--- src/rtl/trap_sequencer.sv ---
`default_nettype none
// ============================================================================
// Module   : trap_sequencer
// Brief    : Arbitrates sync exceptions, xRET and interrupts, then sequences
//            the csr trap update. Optional DRAIN watchdog: TRAP_SEQUENCER_WDOG_EN.
// Revision : 1.0
// ============================================================================
module trap_sequencer #(
  parameter int DRAIN_TIMEOUT = 16
) (
  input  logic        clk,
  input  logic        reset,
  input  logic        exc_req,
  input  logic [62:0] exc_cause,
  input  logic [63:0] exc_tval,
  input  logic [63:0] exc_pc,
  input  logic        mret_req,
  input  logic        sret_req,
  input  logic [11:0] irq_pend,
  input  logic [11:0] mideleg,
  input  logic        mstatus_mie,
  input  logic        mstatus_sie,
  input  logic [1:0]  mode,
  input  logic        pipe_drained,
  output logic        evt_ack,
  output logic        stall,
  output logic        flush,
  output logic        exception,
  output logic        interrupt,
  output logic        mret,
  output logic        sret,
  output logic [62:0] causecode,
  output logic [63:0] tval,
  output logic [63:0] trap_pc,
  output logic        redirect,
`ifdef TRAP_SEQUENCER_WDOG_EN
  output logic        wdog_err,
`endif
  output logic        busy
);

  typedef enum logic [1:0] {
    S_IDLE     = 2'd0,
    S_DRAIN    = 2'd1,
    S_COMMIT   = 2'd2,
    S_REDIRECT = 2'd3
  } state_t;

  typedef enum logic [1:0] {
    K_EXC  = 2'd0,
    K_MRET = 2'd1,
    K_SRET = 2'd2,
    K_IRQ  = 2'd3
  } kind_t;

  state_t      r_state;
  state_t      w_next;
  kind_t       r_kind;
  logic [62:0] r_cause;
  logic [63:0] r_tval;
  logic [63:0] r_pc;
  logic        r_irq;

  logic        w_m_ok;
  logic        w_s_ok;
  logic [11:0] w_irq_en;
  logic        w_irq_any;
  logic [3:0]  w_irq_id;
  logic        w_any_req;
  logic        w_accept;
  logic        w_wdog_fire;

  // Delegated interrupts target S-mode and can never preempt M-mode.
  assign w_m_ok   = (mode != 2'd3) | mstatus_mie;
  assign w_s_ok   = (mode == 2'd0) | ((mode == 2'd1) & mstatus_sie);
  assign w_irq_en = irq_pend & ((~mideleg & {12{w_m_ok}}) | (mideleg & {12{w_s_ok}}));

  always_comb begin
    w_irq_any = 1'b1;
    w_irq_id  = 4'd0;
    if (w_irq_en[11])     w_irq_id = 4'd11;
    else if (w_irq_en[3]) w_irq_id = 4'd3;
    else if (w_irq_en[7]) w_irq_id = 4'd7;
    else if (w_irq_en[9]) w_irq_id = 4'd9;
    else if (w_irq_en[1]) w_irq_id = 4'd1;
    else if (w_irq_en[5]) w_irq_id = 4'd5;
    else                  w_irq_any = 1'b0;
  end

  assign w_any_req = exc_req | mret_req | sret_req | w_irq_any;
  assign w_accept  = (r_state == S_IDLE) & w_any_req;

`ifdef TRAP_SEQUENCER_WDOG_EN
  localparam int c_cnt_w = $clog2(DRAIN_TIMEOUT + 1);

  logic [c_cnt_w-1:0] r_drain_cnt;
  logic               r_wdog_err;

  // r_drain_cnt holds the number of completed DRAIN cycles.
  assign w_wdog_fire = (r_state == S_DRAIN) & ~pipe_drained &
                       (r_drain_cnt == c_cnt_w'(DRAIN_TIMEOUT - 1));

  always_ff @(posedge clk or posedge reset) begin
    if (reset) begin
      r_drain_cnt <= '0;
      r_wdog_err  <= 1'b0;
    end else begin
      if (r_state == S_DRAIN) r_drain_cnt <= r_drain_cnt + 1'b1;
      else                    r_drain_cnt <= '0;
      if (w_wdog_fire)        r_wdog_err  <= 1'b1;
    end
  end

  assign wdog_err = r_wdog_err;
`else
  assign w_wdog_fire = 1'b0;
`endif

  always_ff @(posedge clk or posedge reset) begin
    if (reset) r_state <= S_IDLE;
    else       r_state <= w_next;
  end

  always_comb begin
    w_next    = r_state;
    evt_ack   = 1'b0;
    stall     = 1'b0;
    flush     = 1'b0;
    exception = 1'b0;
    mret      = 1'b0;
    sret      = 1'b0;
    redirect  = 1'b0;
    case (r_state)
      S_IDLE: begin
        // Gated so a request held through reset is not acknowledged.
        evt_ack = w_accept & ~reset;
        if (w_accept) w_next = S_DRAIN;
      end
      S_DRAIN: begin
        stall = 1'b1;
        flush = 1'b1;
        if (pipe_drained | w_wdog_fire) w_next = S_COMMIT;
      end
      S_COMMIT: begin
        stall     = 1'b1;
        exception = (r_kind == K_EXC) | (r_kind == K_IRQ);
        mret      = (r_kind == K_MRET);
        sret      = (r_kind == K_SRET);
        w_next    = S_REDIRECT;
      end
      S_REDIRECT: begin
        stall    = 1'b1;
        redirect = 1'b1;
        w_next   = S_IDLE;
      end
      default: w_next = S_IDLE;
    endcase
  end

  // xRET leaves the cause register untouched; only tval is cleared.
  always_ff @(posedge clk or posedge reset) begin
    if (reset) begin
      r_kind  <= K_EXC;
      r_cause <= '0;
      r_tval  <= '0;
      r_pc    <= '0;
      r_irq   <= 1'b0;
    end else if (w_accept) begin
      r_pc <= exc_pc;
      if (exc_req) begin
        r_kind  <= K_EXC;
        r_cause <= exc_cause;
        r_tval  <= exc_tval;
        r_irq   <= 1'b0;
      end else if (mret_req) begin
        r_kind <= K_MRET;
        r_tval <= '0;
        r_irq  <= 1'b0;
      end else if (sret_req) begin
        r_kind <= K_SRET;
        r_tval <= '0;
        r_irq  <= 1'b0;
      end else begin
        r_kind  <= K_IRQ;
        r_cause <= {59'd0, w_irq_id};
        r_tval  <= '0;
        r_irq   <= 1'b1;
      end
    end
  end

  assign interrupt = r_irq;
  assign causecode = r_cause;
  assign tval      = r_tval;
  assign trap_pc   = r_pc;
  assign busy      = (r_state != S_IDLE);

endmodule
`default_nettype wire

--- config.mk ---
export PLATFORM = sky130hd
export DESIGN_NAME = trap_sequencer
export DESIGN_NICKNAME = d
export VERILOG_FILES = /design/src/rtl/trap_sequencer.sv
export SDC_FILE = /design/constraint.sdc
export NUM_CORES = 1
export LEC_CHECK = 0
export CORE_AREA = 2 2 167 169
export CTS_CLUSTER_SIZE = 40
export DETAILED_ROUTE_END_ITERATION = 8
export DIE_AREA = 0 0 169 171
export GPL_TIMING_DRIVEN = 0
export HOLD_SLACK_MARGIN = 0.06
export REMOVE_ABC_BUFFERS = 1
export SLEW_MARGIN = 0
export SYNTH_ARGS = -nofsm -noshare
export SYNTH_HDL_FRONTEND = slang
export SYNTH_SLANG_ARGS = --single-unit
--- constraint.sdc ---
create_clock -name clk -period 8 [get_ports clk]
set_clock_uncertainty 0.15 [all_clocks]
set_input_delay 1.6 -clock clk [delete_from_list [all_inputs] [get_ports clk]]
set_output_delay 1.6 -clock clk [all_outputs]
set_load 0.05 [all_outputs]
==> out/results.ini, run 1 <==
[timing]
period_minus_slack_ps = 6490
slew_violations = 0
final-setup-viol-count = 0
hold_viol = 0
relSlewSlack_pct = 36.6
setup_slack_ps = 1510
worstMarginPinSlew_ps = 946
fmax_mhz = 154
rsz0062_at_grt = no
post-route-period-util_pct = 81.1

[synthesis]
yosys.area.top_type = dfrtp_1
synth_cell_types = 36
syn_avg_cell_area_um2 = 12.3
netlist_instances = 634
synth_edf_count = 0
netlist.area_leader.share_pct = 63.0
ys_seq_area_share_pct = 63.0
synthFlopType = dfrtp_1
synth.area.top_cells = dfrtp_1 (63%), mux2_2 (9.3%), a22o_1 (6.6%), nand2_1 (6.6%), nand3_1 (4.3%)
yosys_warnings = 0
async_flop_share_pct = 100
ys_ff_latch = 196
netlist_area_um2 = 7790

[clock_tree]
h-tree-depth = 4
numCtsBuffers = 17
cts_tree = yes
clock-sinks = 196
clk_latency_ps = 420
clk_pin_slew_ps = 60
cts-root-buf = clkbuf_16
post_cts_buffers = 0
ctsHoldBuffers = 0
cts_buffer_depth = 2
cts_resized = 0

[critical_path]
r2r_end = trap_pc[36]
critPathArrivalTime_ps = 4740
crit_required_ps = 6250
critPathKind = in2out
path_max_fanout = 67
rrSetupSlack_ps = 4720
crit_end = evt_ack
crit-reg2reg-launch = r_state[0]
rr_worst_depth = 6
critPathLaunchType = input pin
end_kind = output pin
timing.critical_path.from = mode[1]

[finish]
fin_area_um2 = 12800
nNetsFinal = 1258
fill_cells = 2537
regArea_um2 = 4900
multiInputGateArea_um2 = 2590
layout-drive-gt1-share_pct = 10.2
syn2layout_area_growth_pct = 63.9

[routing]
drtPass1Iterations = 4
initialDrtViolationCount = 313
wire_per_inst_um = 18.4
ant_nets = 0
viasPerCell = 4.59
via_count = 6361
drt_wl_total_um = 25500
drc = 0

[power_and_ir_drop]
p_leak_nw = 5.64
totalPowerFinal_mw = 6.38
power.density_nw_per_um2 = 500
irDropWorstVdd_mv = 0.224

[global_routing]
grt_max_degree = 121
grt_pass1_vias = 6606
antenna_found_initial = 2
grt_pass1_wl_um = 37800
grt-ovfl-total = 0
grt.total_usage_pct = 17.0

[floorplanning]
core_um2 = 27300
start_util_pct = 28.5
die_w_um = 169
ioPinCount = 425
die_height_um = 171
die_area_um2 = 28900
rows = 61

[placed_design]
gp_congestion = 0.746
dp_slack_ps = 1540
place_area_um2 = 12200
dpl.hpwl_um = 18000
io_buffers = 412

[run]
max_cap_violations = 0

[run_status]
status = completed

[min_path]
worstHoldPathType = reg2reg

layout by cell type (no fill, tap or decap), types with 3 or more instances in the layout:
cell / Yosys / routed
buf_16: 0 / 3
mux2_2: 64 / 64
nand2_1: 136 / 136
a21boi_0: 3 / 3
a22o_1: 59 / 59
inv_1: 10 / 9
nor2b_1: 6 / 6
dfrtp_1: 196 / 196
nor2_1: 6 / 5
clkdlybuf4s50_1: 0 / 411
mux2_1: 4 / 4
ha_1: 7 / 6
o21ai_0: 8 / 8
nand3_1: 67 / 67
and2_1: 3 / 3
inv_6: 0 / 6
clkbuf_16: 0 / 17
logic make-up (layout without fill, tap and decap cells):
family	after synthesis	after routing	synth area share [%]
adder cells (fa/ha/maj)	7	7	1.12
other	0	1	0
multiplexers	70	70	10.1
AO/OA/AOI/OAI	84	84	9.19
buffers and inverters	53	457	4.23
AND/OR/NAND/NOR	224	224	12.4
flip-flops	196	196	63.0
metal layers:
metal,vias to the layer above,routed length (um),track usage (%)
li1,2973,-,-
met1,3083,10400,20.1
met2,286,12200,28.9
met3,19,2540,6.69
met4,0,380,5.05
met5,-,0,0
stage by stage:
step	hold WS, ps	instances	util, %	TNS (ps)
after floorplan	325	591	-	0
after global placement	300	1349	44.1	-744650
after detailed placement	305	1353	44.7	0
after CTS	321	1384	46.7	0
after global routing	337	1384	46.7	0
final	315	1385	46.7	0
critical path, stage by stage:
cell	delay [ps]
clkdlybuf4s50_1	580
and2b_4	220
o21ai_0	120
a32oi_1	500
a41o_4	870
nor2_1	70
clkdlybuf4s50_1	730
layout make-up:
| class | count | area share (%) |
|---|---|---|
| Antenna cell | 1 | 0.0196 |
| Clock inverter | 11 | 0.902 |
| Inverter | 10 | 0.353 |
| Clock buffer | 20 | 3.50 |
| Sequential cell | 196 | 38.4 |
| Timing Repair Buffer | 416 | 33.1 |
| Tap cell | 346 | 3.39 |
| Multi-Input combinational cell | 385 | 20.3 |
cells in the mapped netlist, types with 2 or more instances:
cell	n
a21boi_0	3
a22o_1	59
a2bb2oi_1	2
and2_1	3
buf_2	5
buf_4	3
buf_6	15
clkbuf_1	20
dfrtp_1	196
ha_1	7
inv_1	10
mux2_1	4
mux2_2	64
mux2i_1	2
nand2_1	136
nand3_1	67
nand4_1	2
nor2_1	6
nor2b_1	6
o21ai_0	8
worst min path at each step:
stage                     cells after the start         to  slack [ps]      start
after floorplan                               2  r_kind[1]         320  r_kind[1]
after global placement                        2   tval[25]         300   tval[25]
after detailed placement                      2   tval[59]         300   tval[59]
after CTS                                     2   tval[59]         320   tval[59]
after global routing                          2    tval[9]         340    tval[9]
final                                         2   tval[32]         320   tval[32]
state kept, by name, indices dropped and copies added, names as in the netlist:
signal and count:
trap_pc 64, tval 64, causecode 63, r_kind 2, r_state 2, interrupt 1
power breakdown:
group	internal, mW	total, mW	switching [mW]
sequential	1.47	1.70	0.239
clock	0.446	0.859	0.414
combinational	1.32	3.82	2.49
total	3.23	6.38	3.15
No activity file was read; power rests on OpenSTA's default activity.
==> run 2: changes to the inputs <==
Settings changed: CORE_AREA 2 2 167 169 to 2 2 166 168, DIE_AREA 0 0 169 171 to 0 0 168 170, PLACE_DENSITY set to 0.65.
Clock period 8 ns to 5.6 ns, I/O delays scaled along.
==> out/results.ini, run 2 (synthesis results as in run 1) <==
[placed_design]
gp_congestion = 0.743  ; -0.44%
io_buffers = 412  ; unchanged
dp_slack_ps = -205  ; -1750 ps
dpl.hpwl_um = 17900  ; -0.73%

[floorplanning]
ioPinCount = 425  ; unchanged
rows = 60  ; -1.6%
core_um2 = 26700  ; -2.5%
die_area_um2 = 28600  ; -1.2%
die_w_um = 168  ; -0.59%
start_util_pct = 29.2  ; +0.72 points
die_height_um = 170  ; -0.58%

[timing]
slew_violations = 0  ; unchanged
fmax_mhz = 194
period_minus_slack_ps = 5160
setup_tns_ps = 0  ; unchanged
final-setup-viol-count = 0  ; unchanged
worstMarginPinSlew_ps = 879  ; -66.8 ps
hold_viol = 0  ; unchanged
rsz0062_at_grt = no
post-route-period-util_pct = 92.2
setup_slack_ps = 437  ; -1080 ps
relSlewSlack_pct = 41.4  ; +4.8 points
whs_ps = 315  ; -0.175 ps

[critical_path]
critPathArrivalTime_ps = 3890  ; -850 ps
path_depth = 8  ; +1
rr_worst_depth = 6  ; unchanged
critical_path_buf_inv_count = 3  ; +1
critPathLaunchType = input pin
path_max_fanout = 72  ; +7.5%
crit_chain = clkdlybuf4s50_1, and2b_4, o21ai_1, a221oi_4, a41o_4, buf_16, nor2_1, dlymetal6s2s_1
critPathKind = in2out
r2r_end = trap_pc[35]
crit_required_ps = 4330  ; -1920 ps
crit_family = buffers and inverters
critPathMaxStageDelay_ps = 600  ; -270 ps
end_kind = output pin
rrSetupSlack_ps = 2490  ; -2230 ps
slowest_stage = clkdlybuf4s50_1
crit-reg2reg-launch = r_state[0]

[finish]
layout-drive-gt1-share_pct = 10.8  ; +0.55 points
syn2layout_area_growth_pct = 64.8
final_cell_mix = clkdlybuf4s50_1 (410), dfrtp_1 (196), nand2_1 (136)
fill_cells = 2443  ; -3.7%
multiInputGateArea_um2 = 2630  ; +1.4%
mostFrequentLayoutCell = clkdlybuf4s50_1
post-route-util_pct = 48.2  ; +1.4 points
nNetsFinal = 1261  ; +0.24%
regArea_um2 = 4900  ; unchanged
antennaDiodeCount = 0  ; -1

[routing]
ant_nets = 0  ; unchanged
via_count = 6461  ; +1.6%
drc = 0  ; unchanged
drtPass1Iterations = 4  ; unchanged
drt_wl_total_um = 25500  ; -0.13%
wire_per_inst_um = 18.4  ; about the same
viasPerCell = 4.68  ; +1.8%
initialDrtViolationCount = 280  ; -11%

[power_and_ir_drop]
power.density_nw_per_um2 = 714  ; +43%
irDropWorstVdd_mv = 0.346  ; +54%
totalPowerFinal_mw = 9.16  ; +44%
p_leak_nw = 5.69  ; +0.84%

[clock_tree]
h-tree-depth = 4  ; unchanged
clk_pin_slew_ps = 70  ; about the same
clk_latency_ps = 430  ; about the same
ctsHoldBuffers = 0  ; unchanged
cts_tree = yes
clock-sinks = 196  ; unchanged
cts_buffer_depth = 2  ; unchanged
numCtsBuffers = 17  ; unchanged
cts-root-buf = clkbuf_16

[global_routing]
grt_pass1_wl_um = 39300  ; +4.1%
grt_pass1_vias = 6708  ; +1.5%
grt_max_degree = 119  ; -1.7%
grt.total_usage_pct = 17.8  ; +0.71 points
grt-ovfl-total = 0  ; unchanged
antenna_found_initial = 2  ; unchanged

[min_path]
worstHoldPathType = reg2reg
holdPathStages = 2  ; unchanged
holdCritStartpoint = tval[32]
min_to = tval[32]

[run]
max_cap_violations = 0  ; unchanged

[run_status]
status = completed

[run 2: power by group]
part | internal (mW) | switching [mW] | leakage [nW] | total, mW
clock | 0.641 | 0.621 | 0.290 | 1.26
sequential | 2.09 | 0.345 | 2.44 | 2.44
combinational | 1.90 | 3.57 | 2.96 | 5.46
[run 2: worst max-delay path by stage]
stage | from | endpoint
after global routing | mode[1] | evt_ack
after floorplan | r_state[0] | evt_ack
after CTS | mode[1] | evt_ack
after global placement | exc_req | evt_ack
after detailed placement | mode[1] | evt_ack
final | mode[1] | evt_ack
[run 2: metrics by stage]
step	cells	cell area, um^2
global route	1382	12800
detailed placement	1348	12200
finish	1382	12800
CTS	1381	12800
global placement	1344	12000
floorplan	591	7500
[run 2: per-layer routing]
layer | part of all wire, % | track usage, % | vias to the layer above
li1 | - | - | 2997
met3 | 9.3 | 6.26 | 17
met2 | 48 | 29.7 | 297
met4 | 1.2 | 4.57 | 2
met5 | 0.047 | 0 | -
met1 | 41 | 21.9 | 3148
[run 2: area by class of cell]
type / instances / share of cell area (%)
Clock inverter: 13 / 1.29
Sequential cell: 196 / 38.2
Inverter: 10 / 0.351
Tap cell: 341 / 3.32
Timing Repair Buffer: 417 / 33.0
Clock buffer: 18 / 3.34
Multi-Input combinational cell: 387 / 20.5
[run 2: worst register-to-register path: stages (launching register included)]
cell     delay [ps]
dfrtp_1         410
inv_1           160
ha_4            690
inv_1           420
a41o_4          460
buf_16          240
mux2_1          440
[run 2: timing repair]
item                                    4_1_cts  5_1_grt
setup buffers                                 0        1
gates resized for setup                       2        1
cloned                                        2        0
pin swaps                                     1        3
endpoints found under the setup margin        1        1
==> run 3: changes to the inputs <==
Settings changed: CTS_BUF_LIST set to sky130_fd_sc_hd__clkbuf_8 sky130_fd_sc_hd__clkbuf_16.
==> out/results.ini, run 3 (synthesis results as in run 1) <==
[timing]
post-route-period-util_pct = 92.2  ; about the same
period_minus_slack_ps = 5160  ; -0.414 ps
final-setup-viol-count = 0  ; unchanged
relSlewSlack_pct = 41.4  ; unchanged
hold_viol = 0  ; unchanged
whs_ps = 315  ; unchanged
rsz0062_at_grt = no
worstMarginPinSlew_ps = 879  ; unchanged
fmax_mhz = 194  ; about the same
slew_violations = 0  ; unchanged

[routing]
initialDrtViolationCount = 278  ; -0.71%
wire_per_inst_um = 18.4  ; about the same
ant_nets = 0  ; unchanged
drc = 0  ; unchanged
via_count = 6462  ; +0.015%
viasPerCell = 4.68  ; about the same
drtPass1Iterations = 4  ; unchanged
drt_wl_total_um = 25500  ; about the same

[critical_path]
crit_chain = clkdlybuf4s50_1, and2b_4, o21ai_1, a221oi_4, a41o_4, buf_16, nor2_1, dlymetal6s2s_1
path_max_fanout = 72  ; unchanged
critPathMaxStageDelay_ps = 600  ; about the same
end_kind = output pin
slowest_stage = clkdlybuf4s50_1
critPathArrivalTime_ps = 3890  ; about the same
critPathLaunchType = input pin
critPathKind = in2out
crit_required_ps = 4330  ; about the same

[floorplanning]
die_w_um = 168  ; unchanged
start_util_pct = 29.2  ; unchanged
ioPinCount = 425  ; unchanged
die_area_um2 = 28600  ; unchanged
rows = 60  ; unchanged
die_height_um = 170  ; unchanged
core_um2 = 26700  ; unchanged

[clock_tree]
ctsHoldBuffers = 0  ; unchanged
numCtsBuffers = 17  ; unchanged
clk_pin_slew_ps = 70  ; about the same
h-tree-depth = 4  ; unchanged
clk_latency_ps = 430  ; about the same
cts_buffer_depth = 2  ; unchanged
cts_tree = yes
cts-root-buf = clkbuf_16
clock-sinks = 196  ; unchanged

[finish]
antennaDiodeCount = 0  ; unchanged
final_cell_mix = clkdlybuf4s50_1 (410), dfrtp_1 (196), nand2_1 (136)
regArea_um2 = 4900  ; unchanged
multiInputGateArea_um2 = 2630  ; unchanged
syn2layout_area_growth_pct = 64.8  ; unchanged
layout-drive-gt1-share_pct = 10.8  ; unchanged
mostFrequentLayoutCell = clkdlybuf4s50_1
fill_cells = 2443  ; unchanged
final_cells = 1382  ; unchanged
nNetsFinal = 1261  ; unchanged

[placed_design]
io_buffers = 412  ; unchanged
place_inst = 1348  ; unchanged
gp_congestion = 0.743  ; unchanged
dpl.hpwl_um = 17900  ; unchanged

[run_status]
status = completed

[power_and_ir_drop]
p_leak_nw = 5.69  ; about the same
power_frac_comb_pct = 59.6  ; about the same
irDropWorstVdd_mv = 0.346  ; unchanged
power_frac_seq_pct = 26.6  ; about the same
power.density_nw_per_um2 = 714  ; about the same
clkPwrFrac_pct = 13.8  ; about the same
p_switching_mw = 4.53  ; about the same
internal_power_mw = 4.63  ; about the same
switching_share_pct = 49.5  ; about the same

[global_routing]
grt_pass1_vias = 6708  ; unchanged
grt-ovfl-total = 0  ; unchanged
grt.total_usage_pct = 17.8  ; unchanged
antenna_found_initial = 2  ; unchanged
grt_max_degree = 119  ; unchanged
grt_pass1_wl_um = 39300  ; unchanged

[min_path]
worstHoldPathType = reg2reg

[run]
max_cap_violations = 0  ; unchanged

-- run 3: through the flow --
step                power, mW  instance area [um^2]  util (%)  worst slack [ps]  setup TNS, ps
CTS                      9.28                 12800      48.1              6.01              0
global route             9.59                 12800      48.2               277              0
floorplan                5.95                  7500         -             -1300        -199380
finish                   9.16                 12800      48.2               437              0
detailed placement       7.94                 12200      45.8              -205           -205
global placement         7.94                 12000      45.2             -5050       -1417240
-- run 3: repair_timing --
| action | CTS | global route |
|---|---|---|
| pin swaps | 1 | 3 |
| gates cloned | 2 | 0 |
| resized for setup | 2 | 1 |
| buffers inserted | 0 | 1 |
| setup endpoints to repair | 1 | 1 |
-- run 3: worst paths after layout --
kind | start | end | slack, ps | cells past startpoint
setup / recovery | mode[1] | evt_ack | 440 | 8
hold / removal | tval[32] | tval[32] | 320 | 2
min in group asynchronous | reset | trap_pc[5] | 1040 | 2
max in group asynchronous | reset | tval[41] | 3260 | 3
setup reg to reg | r_state[0] | trap_pc[35] | 2490 | 6
hold reg to reg | tval[32] | tval[32] | 320 | 2
-- run 3: area by class of cell --
type	count	share of cell area, %
clock buffer	17	3.31
clock inverter	14	1.32
inverter	10	0.351
multi-input combinational	387	20.5
sequential	196	38.2
tap	341	3.32
timing repair buffer	417	33.0
-- run 3: critical path: cells and delay by family --
family          cells  cell delay, ps
buf+inv             3            1250
compound gates      3            1120
simple gates        2             330
-- run 3: power by group through the flow --
stage | Combinational (mW) | Clock, mW | Sequential, mW
after floorplan | 1.20 | 0 | 4.75
after global placement | 5.51 | 0 | 2.43
after detailed placement | 5.48 | 0 | 2.47
after CTS | 5.53 | 1.31 | 2.44
after global routing | 5.70 | 1.36 | 2.53
final | 5.46 | 1.26 | 2.44
-- run 3: routing by layer --
| metal | up-vias | part of all wire [%] | global-route usage [%] |
|---|---|---|---|
| met5 | - | 0.047 | 0 |
| met4 | 2 | 1.2 | 4.57 |
| met3 | 17 | 9.3 | 6.26 |
| met2 | 297 | 48 | 29.7 |
| met1 | 3149 | 41 | 21.9 |
| li1 | 2997 | - | - |
